### config.mk
export PLATFORM = sky130hd
export DESIGN_NAME = hdr_pin_ctrl
export DESIGN_NICKNAME = d
export VERILOG_FILES = /design/src/rtl/hdr_pin_ctrl.sv
export SDC_FILE = /design/constraint.sdc
export NUM_CORES = 1
export LEC_CHECK = 0
export CAP_MARGIN = 20
export CORE_UTILIZATION = 43
export CTS_CLUSTER_SIZE = 10
export DETAILED_ROUTE_END_ITERATION = 12
export MAX_ROUTING_LAYER = met4
export PLACE_DENSITY = 0.72
export SYNTH_ARGS = -nofsm -noshare
export SYNTH_HDL_FRONTEND = slang
export SYNTH_SLANG_ARGS = --single-unit
### constraint.sdc
create_clock -name clk_i -period 1.6 [get_ports clk_i]
set_input_delay 0.32 -clock clk_i [delete_from_list [all_inputs] [get_ports clk_i]]
set_output_delay 0.32 -clock clk_i [all_outputs]
set_load 0.05 [all_outputs]
### src/rtl/hdr_pin_ctrl.sv
// Header-pin controller: per-pin runtime mode, synchronised (optionally glitch-filtered) inputs, edge events, UART0 routing.
// Define HDR_PIN_FILTER_EN to add the per-pin glitch filter (input latency SYNC_STAGES+FILT_CYCLES instead of SYNC_STAGES).
module hdr_pin_ctrl #(
  parameter  int NUM_PINS    = 16,
  parameter  int SYNC_STAGES = 2,
  parameter  int FILT_CYCLES = 4,
  parameter  int UART_TX_PIN = 1,
  parameter  int UART_RX_PIN = 0,
  localparam int AW          = $clog2(NUM_PINS)
) (
  input  logic                clk_i,
  input  logic                rst_i,
  input  logic                cfg_we_i,
  input  logic [AW-1:0]       cfg_addr_i,
  input  logic [1:0]          cfg_mode_i,
  output logic [1:0]          cfg_rdata_o,
  input  logic [NUM_PINS-1:0] core_out_i,
  output logic [NUM_PINS-1:0] core_in_o,
  input  logic [NUM_PINS-1:0] pad_i,
  output logic [NUM_PINS-1:0] pad_o,
  output logic [NUM_PINS-1:0] pad_oe_o,
  input  logic                uart_txd_i,
  output logic                uart_rxd_o,
  input  logic [NUM_PINS-1:0] evt_mask_i,
  input  logic [NUM_PINS-1:0] evt_clr_i,
  output logic [NUM_PINS-1:0] evt_pend_o,
  output logic                irq_o
);

  localparam logic [1:0] M_HIZ    = 2'b00;
  localparam logic [1:0] M_OUT    = 2'b10;
  localparam logic [1:0] M_PERIPH = 2'b11;

  if (UART_TX_PIN == UART_RX_PIN || UART_TX_PIN >= NUM_PINS || UART_RX_PIN >= NUM_PINS) begin : g_bad_uart
    $error("hdr_pin_ctrl: UART pins must be distinct and below NUM_PINS");
  end
  if (NUM_PINS < 2 || NUM_PINS > 64 || SYNC_STAGES < 2 || FILT_CYCLES < 1) begin : g_bad_param
    $error("hdr_pin_ctrl: parameter out of range");
  end

  logic [1:0]          mode_q   [NUM_PINS];
  logic [1:0]          mode_nxt [NUM_PINS];
  logic [NUM_PINS-1:0] sync_q   [SYNC_STAGES];
  logic [NUM_PINS-1:0] sync_out, cond, cond_eff, pin_en;
  logic [NUM_PINS-1:0] prev_q, pend_q, oe_q, po_q, oe_nxt, po_nxt;
  logic [1:0]          rdata_q, rdata_nxt;
  logic                irq_q, addr_ok;

  assign addr_ok = (int'(cfg_addr_i) < NUM_PINS);

  // Outputs and readback are registered from the post-write mode so a write is visible one cycle later.
  always_comb begin
    for (int n = 0; n < NUM_PINS; n++) mode_nxt[n] = mode_q[n];
    if (cfg_we_i && addr_ok) mode_nxt[cfg_addr_i] = cfg_mode_i;
    rdata_nxt = addr_ok ? mode_nxt[cfg_addr_i] : 2'b00;
    oe_nxt = '0;
    po_nxt = '0;
    for (int n = 0; n < NUM_PINS; n++) begin
      if (mode_nxt[n] == M_OUT) begin
        oe_nxt[n] = 1'b1;
        po_nxt[n] = core_out_i[n];
      end else if (mode_nxt[n] == M_PERIPH && n == UART_TX_PIN) begin
        oe_nxt[n] = 1'b1;
        po_nxt[n] = uart_txd_i;
      end
    end
  end

  always_ff @(posedge clk_i) begin
    if (rst_i) begin
      for (int n = 0; n < NUM_PINS; n++) mode_q[n] <= M_HIZ;
      rdata_q <= 2'b00;
      oe_q    <= '0;
      po_q    <= '0;
    end else begin
      for (int n = 0; n < NUM_PINS; n++) mode_q[n] <= mode_nxt[n];
      rdata_q <= rdata_nxt;
      oe_q    <= oe_nxt;
      po_q    <= po_nxt;
    end
  end

  always_ff @(posedge clk_i) begin
    if (rst_i) begin
      for (int i = 0; i < SYNC_STAGES; i++) sync_q[i] <= '0;
    end else begin
      sync_q[0] <= pad_i;
      for (int i = 1; i < SYNC_STAGES; i++) sync_q[i] <= sync_q[i-1];
    end
  end

  assign sync_out = sync_q[SYNC_STAGES-1];

`ifdef HDR_PIN_FILTER_EN
  localparam int CW = $clog2(FILT_CYCLES + 1);
  logic [CW-1:0]       cnt_q [NUM_PINS];
  logic [NUM_PINS-1:0] filt_q;

  // Filtered value only follows after FILT_CYCLES consecutive mismatching samples.
  always_ff @(posedge clk_i) begin
    if (rst_i) begin
      filt_q <= '0;
      for (int n = 0; n < NUM_PINS; n++) cnt_q[n] <= '0;
    end else begin
      for (int n = 0; n < NUM_PINS; n++) begin
        if (sync_out[n] != filt_q[n]) begin
          if (cnt_q[n] == CW'(FILT_CYCLES - 1)) begin
            filt_q[n] <= sync_out[n];
            cnt_q[n]  <= '0;
          end else begin
            cnt_q[n] <= cnt_q[n] + 1'b1;
          end
        end else begin
          cnt_q[n] <= '0;
        end
      end
    end
  end

  assign cond = filt_q;
`else
  assign cond = sync_out;
`endif

  always_comb begin
    pin_en = '0;
    for (int n = 0; n < NUM_PINS; n++) pin_en[n] = (mode_q[n] != M_HIZ);
  end

  // Hi-Z pins read as 0; gating events with pin_en hides the forced 1->0 on a switch to hi-Z.
  assign cond_eff = cond & pin_en;

  always_ff @(posedge clk_i) begin
    if (rst_i) begin
      prev_q <= '0;
      pend_q <= '0;
      irq_q  <= 1'b0;
    end else begin
      prev_q <= cond_eff;
      pend_q <= (pend_q & ~evt_clr_i) | ((cond_eff ^ prev_q) & pin_en);
      irq_q  <= |(pend_q & evt_mask_i);
    end
  end

  assign core_in_o   = cond_eff;
  assign uart_rxd_o  = (mode_q[UART_RX_PIN] == M_PERIPH) ? cond[UART_RX_PIN] : 1'b1;
  assign cfg_rdata_o = rdata_q;
  assign pad_oe_o    = oe_q & ~{NUM_PINS{rst_i}};
  assign pad_o       = po_q & ~{NUM_PINS{rst_i}};
  assign evt_pend_o  = pend_q;
  assign irq_o       = irq_q;

endmodule

==> impl_results.md <==
* Max-slew headroom at 0.6459
* Fin nets at 818
* GRT Resource Usage Total at 0.2540
* Synth top area cells: dfxtp_1 50%, nor2b_1 11%, a21oi_1 5.0%
* Most common cell after layout, fill and taps aside: dfxtp_1
* Full die area at 0.01259 sq mm
* Share of async-settable or async-resettable flops after synthesis at 0
* GPL Wtd Cong at 0.8755
* Final Cycle Share at 0.9776
* Max VDD drop at 936.3 uV
* Cell count after synthesis at 552
* First-pass GRT wire length at 23,840 um
* Worst Path Required at 1.28 ns
* Core Util, Final at 0.7276
* Final hold viol count at 0
* Via density at 5.113
* Hold buffer count at cts at 0
* CTS tree: built
* Crit path to: core_in_o[0]
* Core area at 0.01161 sq mm
* Largest family of logic cells by synthesized area: simple AND/OR/NAND/NOR gates
* Synth Warn # at 0
* Final Max Slew Viols at 0
* Worst-path cell chain: buf_6 > o21a_1 > buf_12
* Mux share of post-synthesis cell area at 0.04503
* Reg2reg end: cfg_rdata_o[0]
* Initial DRC count at 201
* Peak Freq at 639.3 MHz
* Synth Area in Simple Gates at 0.2553
* Top Ports at 142
* IO Port Bufs at 141
* Failing checks: design-rule violations
* Clock root buffer: clkbuf_16
* Mapped Nets at 626
* Worst Setup End Kind: primary output
* Max Cap Viol at 0
* CP max FO at 5
* Largest net degree at the start of global routing at 36
* Max clock buf depth at 2
* CTS Buf Count at 17
* Total Wirelength at 14,740 um
* Antenna cells at 0
* Worst-skew pair later-pin latency at 0.41 ns
* Vias at 4,602
* Least-Margin Pin Slew at 0.5177 ns
* DRT antenna net count at 0
* Drt wl/cell at 16.38 um
* Fraction of layout cells with a size suffix above 1 at 0.2616
* Most frequent cells in the layout: 125 x dfxtp_1, 87 x nor2b_1, 70 x buf_4
* CP max-delay cell: dfxtp_2
* Top-area cell type share of the netlist area at 0.5020
* H-tree depth at 4
* Pleak at 3.388 nW
* Initial antenna violation count at 0
* Library cells used by synthesis at 43
* Pwr Total at 7.950 mW
* Clk_skew at 0.004454 ns
* Worst Setup SP: mode_q[0][1]
* RSZ-0062 raised after global routing: yes
* Seq cells post-synth at 131
* Initial DRT Pass Iterations at 8
* Sink Count at 131
* Layout overhead on the synthesized area at 61.77%
* Post-detail-place hpwl at 11,020 um
* Area leader, netlist: dfxtp_1
* Status: finished, violations left
* DRC viols at 7
* CP max stage delay at 0.33 ns
* Clk slew on worst S/H paths at 0.06 ns
* Post-synth EDFFs at 0
* Min Clock Period, post-route at 1.564 ns
* Total gr overflow at 0
* Die Wd at 112.2 um
* Register-to-Register Path Depth at 5
* Syn_area_per_cell at 9.463 sq um
* Compound-Gate Fraction of Synth Area at 0.1396
* Number of global-route vias before repair at 4,653
* PD cells at 940.8 mW/mm^2
* Core Rows at 39
* Initial Utilization at 0.4498
* Worst min-delay path class: input port to flip-flop
* Xor and xnor area share after synthesis at 0.02683
* Die span in y at 112.2 um
* Finish-stage setup viols at 0
* FF-to-FF setup slack at 0.05 ns
* Sequential-to-total area share from yosys stat at 0.5020
* Reg-to-reg startpoint: mode_q[1][4]
* Synth Flop Type: dfxtp_1
* Setup crit start kind: flip-flop
* Critical path type: flip-flop to primary output
* Synth Area in Adders at 0
* Arr. time, crit path at 1.24 ns
* Post-Syn Area at 0.005224 sq mm
## sequential cells by signal, summed over array words and instances (netlist names)
signal and cells:
cfg_rdata_o 2, evt_pend_o 16, irq_o 1, mode_q 32, oe_q 16, po_q 16
prev_q 16, sync_q 32
## synth_stat cells, types with 8 or more instances
master    count
dfxtp_1     131
nor2b_1      88
a21oi_1      52
nand2_1      36
o21ai_0      35
nor2_1       23
clkbuf_1     21
nand2b_1     20
mux2i_1      19
and2_1       17
o21a_1       16
xor2_1       16
or3b_1       10
nand3_1       8
## metrics by stage
stage          setup TNS [ns]  setup slack (ns)  std cells  instance area [sq um]  hold WS [ns]
3_5_place_dp           -20.65           -0.5768        867                   7717        0.4251
4_1_cts                     0         0.0003574        901                   8409        0.1943
2_1_floorplan          -3.278           -0.1366        552                   5224        0.4138
5_1_grt              -0.01995          -0.01711        900                   8451        0.2072
6_report                    0           0.03579        900                   8451        0.2038
3_3_place_gp           -19.27           -0.5643        867                   7717        0.4173
## how the worst min path moves through the flow
stage                  start       endpoint  depth (start not counted)
2_1_floorplan   sync_q[0][0]  sync_q[0][16]                          1
3_3_place_gp    sync_q[0][6]  sync_q[0][22]                          1
3_5_place_dp   sync_q[0][12]  sync_q[0][28]                          1
4_1_cts                rst_i      prev_q[1]                          2
5_1_grt                rst_i  sync_q[0][17]                          2
6_report               rst_i      prev_q[1]                          2
## power by group
group          switching, mW  internal, mW  total, mW
clock                   1.39          2.52       3.92
combinational          0.295         0.379      0.674
sequential            0.0353          3.33       3.36
total                   1.72          6.23       7.95
## worst max-delay path, delay by kind of cell (launching register included)
kind | cells | cell delay (ns)
DFF | 1 | 0.33
buffers and inverters | 2 | 0.28
AOI/OAI and AO/OA | 1 | 0.22
## cells by family (layout without fill, tap and decap cells)
group / count (synthesis) / after routing
buffers and inverters: 35 / 240
AO/OA/AOI/OAI: 124 / 124
XOR/XNOR: 16 / 16
multiplexers: 21 / 21
flip-flops: 131 / 131
AND/OR/NAND/NOR: 225 / 225
## cell type report
| type | instances | area [sq um] |
|---|---|---|
| tap | 143 | 178.9 |
| timing repair buffer | 206 | 2509 |
| clock buffer | 19 | 452.9 |
| sequential | 131 | 2630 |
| clock inverter | 13 | 158.9 |
| fill | 881 | 3163 |
| inverter | 2 | 7.507 |
| multi-input combinational | 386 | 2514 |
## what timing repair did
action / in CTS / in global routing
hold endpoints to repair: 0 / 0
setup buffers: 1 / 1
setup endpoints to repair: 16 / 11
gates resized for setup: 19 / 12
pin swaps: 5 / 3
cloned: 1 / 0
## metal layers
metal  routed length, um  track usage  vias to the layer above  part of all wire
met5                   0            -                        -                 0
met4                 221      0.08356                        0             0.015
met3                 652      0.06102                       12             0.044
met2                7745       0.4393                      140              0.53
met1                6120       0.2888                     2194              0.42
li1                    -            -                     2256                 -
Power figures use the tool's default switching activity.
